[src/rtl/fp_pack_norm_if.sv]
// Handshake bundle for fp_pack_norm: operand input channel and packed-result output channel.
// The master modport drives operands and out_ready; the slave modport is the block itself.
interface fp_pack_norm_if;
    logic        in_valid;
    logic        in_ready;
    logic        sign_in;
    logic [9:0]  exponent_in;
    logic [27:0] mantissa_in;
    logic [31:0] result;
    logic        out_valid;
    logic        out_ready;
    logic        overflow;
    logic        underflow;
    logic        zero;

    modport master (
        output in_valid,
        output sign_in,
        output exponent_in,
        output mantissa_in,
        output out_ready,
        input  in_ready,
        input  result,
        input  out_valid,
        input  overflow,
        input  underflow,
        input  zero
    );

    modport slave (
        input  in_valid,
        input  sign_in,
        input  exponent_in,
        input  mantissa_in,
        input  out_ready,
        output in_ready,
        output result,
        output out_valid,
        output overflow,
        output underflow,
        output zero
    );
endinterface

[src/rtl/fp_pack_norm.sv]
// Normalizes an extended mantissa one bit per cycle, optionally rounds to nearest-even
// (macro FP_PACK_ROUND_EN), range-checks and packs an IEEE-754 single-precision word.
module fp_pack_norm (
    input logic           clk,
    input logic           reset,
    fp_pack_norm_if.slave bus_io
);

`ifdef FP_PACK_ROUND_EN
    typedef enum logic [1:0] {StIdle, StNorm, StRound, StDone} state_e;
`else
    typedef enum logic [1:0] {StIdle, StNorm, StDone} state_e;
`endif

    localparam logic signed [11:0] ExpMax = 12'sd255;

    state_e             state_q;
    logic               sign_q;
    logic signed [11:0] exp_q;
    logic [27:0]        mant_q;
    logic [31:0]        result_q;
    logic               out_valid_q;
    logic               overflow_q;
    logic               underflow_q;
    logic               zero_q;

    logic [27:0]        mant_rs;
    logic signed [11:0] exp_inc;
    logic [27:0]        chk_mant;
    logic signed [11:0] chk_exp;
    logic [31:0]        chk_result;
    logic               chk_ovf;
    logic               chk_unf;
`ifdef FP_PACK_ROUND_EN
    logic               rnd_up;
    logic [27:0]        mant_sum;
`endif
    logic               unused_chk;

    // Right shift keeps the dropped bits alive in the sticky position.
    always_comb begin
        mant_rs = {1'b0, mant_q[27:2], mant_q[1] | mant_q[0]};
        exp_inc = exp_q + 12'sd1;
`ifdef FP_PACK_ROUND_EN
        rnd_up   = mant_q[2] & (mant_q[1] | mant_q[0] | mant_q[3]);
        mant_sum = mant_q + {24'd0, rnd_up, 3'b000};
        if (mant_sum[27]) begin
            chk_mant = {1'b0, mant_sum[27:1]};
            chk_exp  = exp_inc;
        end else begin
            chk_mant = mant_sum;
            chk_exp  = exp_q;
        end
`else
        if (mant_q[27]) begin
            chk_mant = mant_rs;
            chk_exp  = exp_inc;
        end else begin
            chk_mant = mant_q;
            chk_exp  = exp_q;
        end
`endif
        chk_ovf    = 1'b0;
        chk_unf    = 1'b0;
        chk_result = {sign_q, chk_exp[7:0], chk_mant[25:3]};
        if (chk_exp >= ExpMax) begin
            chk_ovf    = 1'b1;
            chk_result = {sign_q, 8'hFF, 23'd0};
        end else if (chk_exp <= 12'sd0) begin
            chk_unf    = 1'b1;
            chk_result = {sign_q, 31'd0};
        end
    end

    assign unused_chk = ^{chk_mant[27:26], chk_mant[2:0]};

    always_ff @(posedge clk) begin
        if (reset) begin
            state_q     <= StIdle;
            sign_q      <= 1'b0;
            exp_q       <= '0;
            mant_q      <= '0;
            result_q    <= '0;
            out_valid_q <= 1'b0;
            overflow_q  <= 1'b0;
            underflow_q <= 1'b0;
            zero_q      <= 1'b0;
        end else begin
            unique case (state_q)
                StIdle: begin
                    if (bus_io.in_valid) begin
                        sign_q  <= bus_io.sign_in;
                        exp_q   <= {{2{bus_io.exponent_in[9]}}, bus_io.exponent_in};
                        mant_q  <= bus_io.mantissa_in;
                        state_q <= StNorm;
                    end
                end
                StNorm: begin
                    // A zero operand spends one cycle here so its latency matches a normalized one.
                    if (mant_q == 28'd0) begin
                        result_q    <= {sign_q, 31'd0};
                        overflow_q  <= 1'b0;
                        underflow_q <= 1'b0;
                        zero_q      <= 1'b1;
                        out_valid_q <= 1'b1;
                        state_q     <= StDone;
                    end else if (mant_q[27] || mant_q[26]) begin
`ifdef FP_PACK_ROUND_EN
                        if (mant_q[27]) begin
                            mant_q <= mant_rs;
                            exp_q  <= exp_inc;
                        end
                        state_q <= StRound;
`else
                        result_q    <= chk_result;
                        overflow_q  <= chk_ovf;
                        underflow_q <= chk_unf;
                        zero_q      <= chk_unf;
                        out_valid_q <= 1'b1;
                        state_q     <= StDone;
`endif
                    end else if (exp_q <= 12'sd1) begin
                        result_q    <= {sign_q, 31'd0};
                        overflow_q  <= 1'b0;
                        underflow_q <= 1'b1;
                        zero_q      <= 1'b1;
                        out_valid_q <= 1'b1;
                        state_q     <= StDone;
                    end else begin
                        mant_q <= {mant_q[26:0], 1'b0};
                        exp_q  <= exp_q - 12'sd1;
                    end
                end
`ifdef FP_PACK_ROUND_EN
                StRound: begin
                    result_q    <= chk_result;
                    overflow_q  <= chk_ovf;
                    underflow_q <= chk_unf;
                    zero_q      <= chk_unf;
                    out_valid_q <= 1'b1;
                    state_q     <= StDone;
                end
`endif
                StDone: begin
                    if (bus_io.out_ready) begin
                        out_valid_q <= 1'b0;
                        state_q     <= StIdle;
                    end
                end
                default: state_q <= StIdle;
            endcase
        end
    end

    assign bus_io.in_ready  = (state_q == StIdle) && !reset;
    assign bus_io.result    = result_q;
    assign bus_io.out_valid = out_valid_q;
    assign bus_io.overflow  = overflow_q;
    assign bus_io.underflow = underflow_q;
    assign bus_io.zero      = zero_q;

endmodule

[src/flat_wrapper.sv]
// flat-port wrapper written by rule: the top's interface ports become plain ports
module fp_pack_norm_flat 
  (clk, reset, bus_io_in_valid, bus_io_sign_in, bus_io_exponent_in, bus_io_mantissa_in, bus_io_out_ready, bus_io_in_ready, bus_io_result, bus_io_out_valid, bus_io_overflow, bus_io_underflow, bus_io_zero);
  fp_pack_norm_if bus_io_i ();
  input logic clk;
  input logic reset;
  input wire logic [$bits(bus_io_i.in_valid)-1:0] bus_io_in_valid;
  input wire logic [$bits(bus_io_i.sign_in)-1:0] bus_io_sign_in;
  input wire logic [$bits(bus_io_i.exponent_in)-1:0] bus_io_exponent_in;
  input wire logic [$bits(bus_io_i.mantissa_in)-1:0] bus_io_mantissa_in;
  input wire logic [$bits(bus_io_i.out_ready)-1:0] bus_io_out_ready;
  output wire logic [$bits(bus_io_i.in_ready)-1:0] bus_io_in_ready;
  output wire logic [$bits(bus_io_i.result)-1:0] bus_io_result;
  output wire logic [$bits(bus_io_i.out_valid)-1:0] bus_io_out_valid;
  output wire logic [$bits(bus_io_i.overflow)-1:0] bus_io_overflow;
  output wire logic [$bits(bus_io_i.underflow)-1:0] bus_io_underflow;
  output wire logic [$bits(bus_io_i.zero)-1:0] bus_io_zero;
  assign bus_io_i.in_valid = bus_io_in_valid;
  assign bus_io_i.sign_in = bus_io_sign_in;
  assign bus_io_i.exponent_in = bus_io_exponent_in;
  assign bus_io_i.mantissa_in = bus_io_mantissa_in;
  assign bus_io_i.out_ready = bus_io_out_ready;
  assign bus_io_in_ready = bus_io_i.in_ready;
  assign bus_io_result = bus_io_i.result;
  assign bus_io_out_valid = bus_io_i.out_valid;
  assign bus_io_overflow = bus_io_i.overflow;
  assign bus_io_underflow = bus_io_i.underflow;
  assign bus_io_zero = bus_io_i.zero;
  fp_pack_norm u_core (.clk(clk), .reset(reset), .bus_io(bus_io_i));
endmodule
[config.mk]
export PLATFORM = sky130hd
export DESIGN_NAME = fp_pack_norm_flat
export DESIGN_NICKNAME = d
export VERILOG_FILES = /design/src/rtl/fp_pack_norm_if.sv /design/src/rtl/fp_pack_norm.sv /design/src/flat_wrapper.sv
export SDC_FILE = /design/constraint.sdc
export NUM_CORES = 1
export LEC_CHECK = 0
export CORE_UTILIZATION = 50
export DETAILED_ROUTE_END_ITERATION = 12
export PLACE_DENSITY = 0.88
export SLEW_MARGIN = 30
export SYNTH_ARGS = -nofsm -noshare
export SYNTH_HDL_FRONTEND = slang
export SYNTH_SLANG_ARGS = --single-unit
export TNS_END_PERCENT = 1
[constraint.sdc]
create_clock -name clk -period 4.1 [get_ports clk]
set_input_delay 0.615 -clock clk [delete_from_list [all_inputs] [get_ports clk]]
set_output_delay 0.615 -clock clk [all_outputs]
set_load 0.05 [all_outputs]
# ---- Word level (Yosys, flattened, before mapping)
# Cells that the tools add are included.
dict set report totals {
  ff_bits 79
  latchBits 0
  ram_bits 0
  mem_bits_ro 0
  input_bits 43
  wordCells 73
  mem_count 0
}
dict set report classes {
  add_sub_neg 2
  mul 0
  div 0
  n_lt_le_gt_ge 3
  n_eq_ne 8
  shift 0
  n_mux 37
  bitwise_logic 1
  reduce_logical 13
}
# cell n
set op_table {}
lappend op_table {{28-bit 2-to-1 mux} 4}
lappend op_table {{32-bit 2-to-1 mux} 3}
lappend op_table {{31-bit 2-to-1 mux} 2}
lappend op_table {{12-bit 2-to-1 mux} 5}
lappend op_table {{28-bit one-hot mux with 2 select lines} 1}
lappend op_table {{28-bit zero test} 1}
lappend op_table {{26-bit 2-to-1 mux} 1}
lappend op_table {{12-bit one-hot mux with 2 select lines} 1}
lappend op_table {{1-bit 2-to-1 mux} 13}
lappend op_table {{12-bit by 2-bit adder with 12-bit output, second input constant} 1}
lappend op_table {{12-bit by 9-bit >= comparator with 1-bit output, second input constant} 1}
lappend op_table {{12-bit by 1-bit <= comparator with 1-bit output, second input constant} 1}
lappend op_table {{12-bit by 2-bit <= comparator with 1-bit output, second input constant} 1}
lappend op_table {{12-bit by 2-bit subtractor with 12-bit output, second input constant} 1}
lappend op_table {{2-bit 2-to-1 mux} 5}
lappend op_table {{2-bit != test, second input constant} 5}
lappend op_table {{2-bit one-hot mux with 3 select lines} 1}
lappend op_table {{3-bit AND reduction} 2}
lappend op_table {{5-bit AND reduction} 1}
lappend op_table {{4-bit by 1-bit != test with 1-bit output, second input constant} 1}
lappend op_table {{2-bit AND reduction} 2}
lappend op_table {{2-bit nonzero test} 2}
lappend op_table {{3-bit nonzero test} 1}
lappend op_table {{2-bit by 1-bit == test with 1-bit output, second input constant} 1}
lappend op_table {{other kinds (7)} 7}

# ---- Longest topological paths before layout
dict set report depth {
  depth_word 7
  depth_mapped 11
}

# ---- Worst setup path after synthesis
# No wires, ideal clock.
dict set report synth_timing {
  kind {input to output}
  start {in reset}
  end {out bus_io_in_ready}
  arrival_time_ns 1.676
  required_time_ns 3.485
  slack_ns 1.809
  path_stages 3
  path_buffers 2
  path_cell_list {clkbuf_1 clkbuf_1 nor2_1}
}
dict set report synth_via {
  elab_chain_cells 2
}
# element line_no
set synth_lines {}
lappend synth_lines {{start, declared} flat_wrapper.sv:6} ;# input logic reset;
lappend synth_lines {{1-bit zero test} fp_pack_norm.sv:155} ;# assign bus_io.in_ready = (state_q == StIdle) && !reset;
lappend synth_lines {{1-bit logical AND} fp_pack_norm.sv:155}
lappend synth_lines {{end, declared} flat_wrapper.sv:12} ;# output wire logic [$bits(bus_io_i.in_ready)-1:0] bus_io_in_ready;
# No other way between the ends.

# ---- Worst setup path in the final report
dict set report layout_timing {
  start {reg u_core.mant_q[27]}
  end {reg u_core.result_q[15], in the netlist u_core.bus_io.result[15]}
}
dict set report layout_via {
  elab_chain_cells 6
}
# element line_no
set layout_lines {}
lappend layout_lines {{start, declared} fp_pack_norm.sv:20} ;# logic [27:0] mant_q;
lappend layout_lines {{start signal, assigned} fp_pack_norm.sv:94} ;# mant_q <= bus_io.mantissa_in;
lappend layout_lines {{start signal, assigned} fp_pack_norm.sv:130} ;# mant_q <= {mant_q[26:0], 1'b0};
lappend layout_lines {{12-bit 2-to-1 mux} fp_pack_norm.sv:55} ;# if (mant_q[27]) begin
lappend layout_lines {{12-bit by 1-bit <= comparator with 1-bit output} fp_pack_norm.sv:69} ;# end else if (chk_exp <= 12'sd0) begin
lappend layout_lines {{31-bit 2-to-1 mux} fp_pack_norm.sv:69}
lappend layout_lines {{31-bit 2-to-1 mux} fp_pack_norm.sv:66} ;# if (chk_exp >= ExpMax) begin
lappend layout_lines {{32-bit 2-to-1 mux} fp_pack_norm.sv:107} ;# end else if (mant_q[27] || mant_q[26]) begin
lappend layout_lines {{32-bit 2-to-1 mux} fp_pack_norm.sv:100} ;# if (mant_q == 28'd0) begin
lappend layout_lines {{end signal, assigned} fp_pack_norm.sv:101} ;# result_q <= {sign_q, 31'd0};
lappend layout_lines {{end signal, assigned} fp_pack_norm.sv:115} ;# result_q <= chk_result;
lappend layout_lines {{end signal, assigned} fp_pack_norm.sv:123} ;# result_q <= {sign_q, 31'd0};
lappend layout_lines {{end, declared} fp_pack_norm.sv:21} ;# logic [31:0] result_q;
# Several ways; a longest one is shown, not always the timed one.
# A chain may end at the register's enable or synchronous reset.

==> flow_metrics.env <==
export IMPL_final_antenna_net_count=0
export IMPL_first_pass_grt_wire_length_mm=17.1
export IMPL_synth_sequential_area_ratio=0.379
export IMPL_hold_worst_slack_ns=0.451
export IMPL_timing_critical_path_from_type="flip-flop"
export IMPL_h_tree_depth=3
export IMPL_syn_to_final_growth_pct=24.2
export IMPL_post_dp_cell_area_um2=4970
export IMPL_synthesized_area_per_cell_um2=8.65
export IMPL_syn_area_um2=4180
export IMPL_groute_usage_overall=0.249
export IMPL_path_clk_slew_ns=0.09
export IMPL_grt_max_degree=50
export IMPL_top_level_ports=80
export IMPL_netlist_top_cell_by_area="dfxtp_1"
export IMPL_r2r_cells=7
export IMPL_run_status="complete, no violations"
export IMPL_die_area_um2=8720
export IMPL_crit_arrival_ns=3.25
export IMPL_power_static_leakage_nw=1.84
export IMPL_cts_inserted_buffers=9
export IMPL_worst_r2r_startpoint="u_core.mant_q[27]"
export IMPL_maxClockFrequency_ghz=0.332
export IMPL_post_cts_resized=0
export IMPL_slew_headroom=0.360
export IMPL_first_drt_iteration_drcs=309
export IMPL_multi_input_logic_area_um2=2390
export IMPL_reg2reg_slack_ns=1.09
export IMPL_finalSetupViolCount=0
export IMPL_maxCapViolCount=0
export IMPL_postCtsSetupRepairBufs=0
export IMPL_fin_area_um2=5190
export IMPL_clock_tree_buffer_depth=2
export IMPL_count_of_flip_flops_with_a_built_in_enable_after_synthesis=0
export IMPL_power_density_nw_per_um2=748
export IMPL_yosysWarnings=0
export IMPL_post_synthesis_register_bit_count=79
export IMPL_internal_power_mw=2.03
export IMPL_switching_share=0.476
export IMPL_fillers=643
export IMPL_detail_route_wirelength_mm=10.6
export IMPL_postSynthCellCount=483
export IMPL_floorplan_core_area_um2=7890
export IMPL_critical_path_slowest_cell="dfxtp_2"
export IMPL_synth_top_cell_area_share=0.379
export IMPL_holdPathEnd="u_core.bus_io.result[18]"
export IMPL_initial_core_util=0.530
export IMPL_report_power_total_mw=3.88
export IMPL_critical_path_max_stage_delay_ns=0.97
export IMPL_detail_route_first_pass_iterations=4
export IMPL_holdPathStages=2
export IMPL_drt_wirelength_per_cell_um=16.2
export IMPL_worstMarginPinSlew_ns=0.960
export IMPL_routed_via_density=5.92
export IMPL_num_rows=32
export IMPL_final_hold_violation_count=0
export IMPL_fp_dieH_um=93.4
export IMPL_grt_antenna_before_repair=0
export IMPL_critical_path_top_delay_family="compound AO/OA/AOI/OAI gates"
export IMPL_synthArstFlopShare=0
export IMPL_dp_final_hpwl_mm=7.23
export IMPL_critPathRequiredTime_ns=4.34
export IMPL_cts_hold_buffers_added=0
export IMPL_crit_buf_inv=1
export IMPL_final_max_slew_violation_count=0
export IMPL_area_sequential_um2=1580
export IMPL_cpMostUsedCell="o211ai_1"
export IMPL_n_antenna_cell=0
export IMPL_dpl_cell_count=633
export IMPL_setup_repair_after_global_routing_missed_its_margin="no"
export IMPL_portBuffers=79
export IMPL_hold_path_startpoint="u_core.bus_io.result[18]"
export IMPL_setup_worst_path_class="flip-flop to flip-flop"
export IMPL_timing_final_crit_share=0.734
export IMPL_grt_overflow=0
export IMPL_power_combinational_fraction=0.512
export IMPL_stdcell_count=650
export IMPL_min_period_ns=3.01
export IMPL_crit_path_cell_trace="and4_1 > mux2i_1 > o2bb2ai_1 > o211ai_1 > o211ai_1 > buf_4 > o21ai_0"
export IMPL_placement_stage_worst_setup_slack_ns=0.947
export IMPL_post_route_util=0.658
export IMPL_synth_fp_nets=533
export IMPL_clk_insertion_delay_late_ns=0.36
export IMPL_sequentialPowerShare=0.331
export IMPL_final_layout_size_suffix_gt1_frac=0.0949
export IMPL_final_cell_mix="clkdlybuf4s50_1 (78), dfxtp_1 (78), nand2_1 (54)"
export IMPL_clkPwrFrac=0.157
export IMPL_numClockSinks=79
export IMPL_r2r_end="u_core.bus_io.result[15]"
export IMPL_fin_skew_ns=0.0133
export IMPL_gp_congestion=0.938
export IMPL_via_count=3845
export IMPL_first_global_vias=3599
export IMPL_crit_path_max_fanout=39
export IMPL_switching_power_mw=1.85
export IMPL_postLayoutSetupSlackWorst_ns=1.09
export IMPL_totalNegativeSetupSlack_ns=0
export IMPL_finalNetCount=593
export IMPL_hp_class="flip-flop to flip-flop"
export IMPL_die_width_um=93.4
export IMPL_route_detailed_drc=0
export IMPL_ys_types=53
export IMPL_cts_tree="yes"
export IMPL_cp_depth=7
export IMPL_yosys_most_used_dff="dfxtp_1"
export IMPL_vdd_ir_drop_max_v=0.000431
export IMPL_critical_path_endpoint_type="flip-flop"
export IMPL_dominant_cells_by_area_after_synthesis="dfxtp_1 (38%), mux2i_1 (12%), a211oi_2 (6.0%), o21ai_0 (5.0%), nand2_1 (4.9%)"
export IMPL_root_buffer="clkbuf_8"
-- state kept, by name, indices dropped and copies added (netlist names) --
register and flops:
u_core.bus_io.zero 1, u_core.bus_io.result 32, u_core.sign_q 1, u_core.bus_io.overflow 1
u_core.exp_q 12, u_core.mant_q 28, u_core.bus_io.underflow 1, u_core.bus_io.out_valid 1
u_core.state_q 2
-- how the worst max path moves through the flow --
stage                                 start                        to
final                     u_core.mant_q[27]  u_core.bus_io.result[15]
after global routing      u_core.mant_q[27]   u_core.bus_io.result[9]
after CTS                 u_core.mant_q[27]           u_core.exp_q[0]
after detailed placement  u_core.mant_q[27]           u_core.exp_q[0]
after global placement    u_core.mant_q[27]         u_core.mant_q[27]
after floorplan                       reset           bus_io_in_ready
-- synth_stat cells (all sizes together), types with 2 or more instances --
cell type	count
a21oi	21
o211ai	4
or2	2
nor3	12
nor2	52
nor4	9
mux2i	52
and2	2
a211oi	30
or3	4
clkbuf	21
o211a	2
o221ai	2
nand2	54
nand3	11
nor2b	3
inv	8
o32ai	2
o21a	2
o41ai	2
and4	2
dfxtp	79
nand4	4
a22o	6
o2bb2ai	2
buf	15
a22oi	3
o21ai	44
ha	7
xor2	5
xnor2	3
and3	4
-- power groups by stage --
stage	registers, mW	logic [mW]	clock network (mW)
after floorplan	1.29	1.49	0
after global placement	1.27	1.87	0
after detailed placement	1.29	1.94	0
after CTS	1.27	1.95	0.613
after global routing	1.32	2.17	0.648
final	1.29	1.99	0.609
-- tightest hold or removal path, delay by kind of cell, from the launching register on --
kind            cells  cell delay [ns]
flops               1             0.32
simple gates        1             0.05
compound gates      1             0.05
-- layout make-up --
| class | instances | area share |
|---|---|---|
| Multi-Input combinational cell | 360 | 0.461 |
| Sequential cell | 79 | 0.305 |
| Timing Repair Buffer | 85 | 0.164 |
| Tap cell | 102 | 0.0246 |
| Clock buffer | 9 | 0.0239 |
| Clock inverter | 7 | 0.0152 |
| Inverter | 8 | 0.00579 |
-- layer usage --
| layer | part of all wire | track usage | up-vias |
|---|---|---|---|
| li1 | - | - | 1868 |
| met1 | 0.44 | 0.313 | 1807 |
| met3 | 0.055 | 0.0480 | 30 |
| met5 | 0 | 0 | - |
| met2 | 0.47 | 0.412 | 140 |
| met4 | 0.030 | 0.114 | 0 |
-- logic make-up after synthesis --
logic type               synth area share
AND/OR/NAND/NOR                     0.179
multiplexers                        0.125
flip-flops                          0.379
buffers and inverters              0.0515
XOR/XNOR                           0.0168
AO/OA/AOI/OAI                       0.229
adder cells (fa/ha/maj)            0.0210
Note: power is estimated with default switching activity, not from simulation.
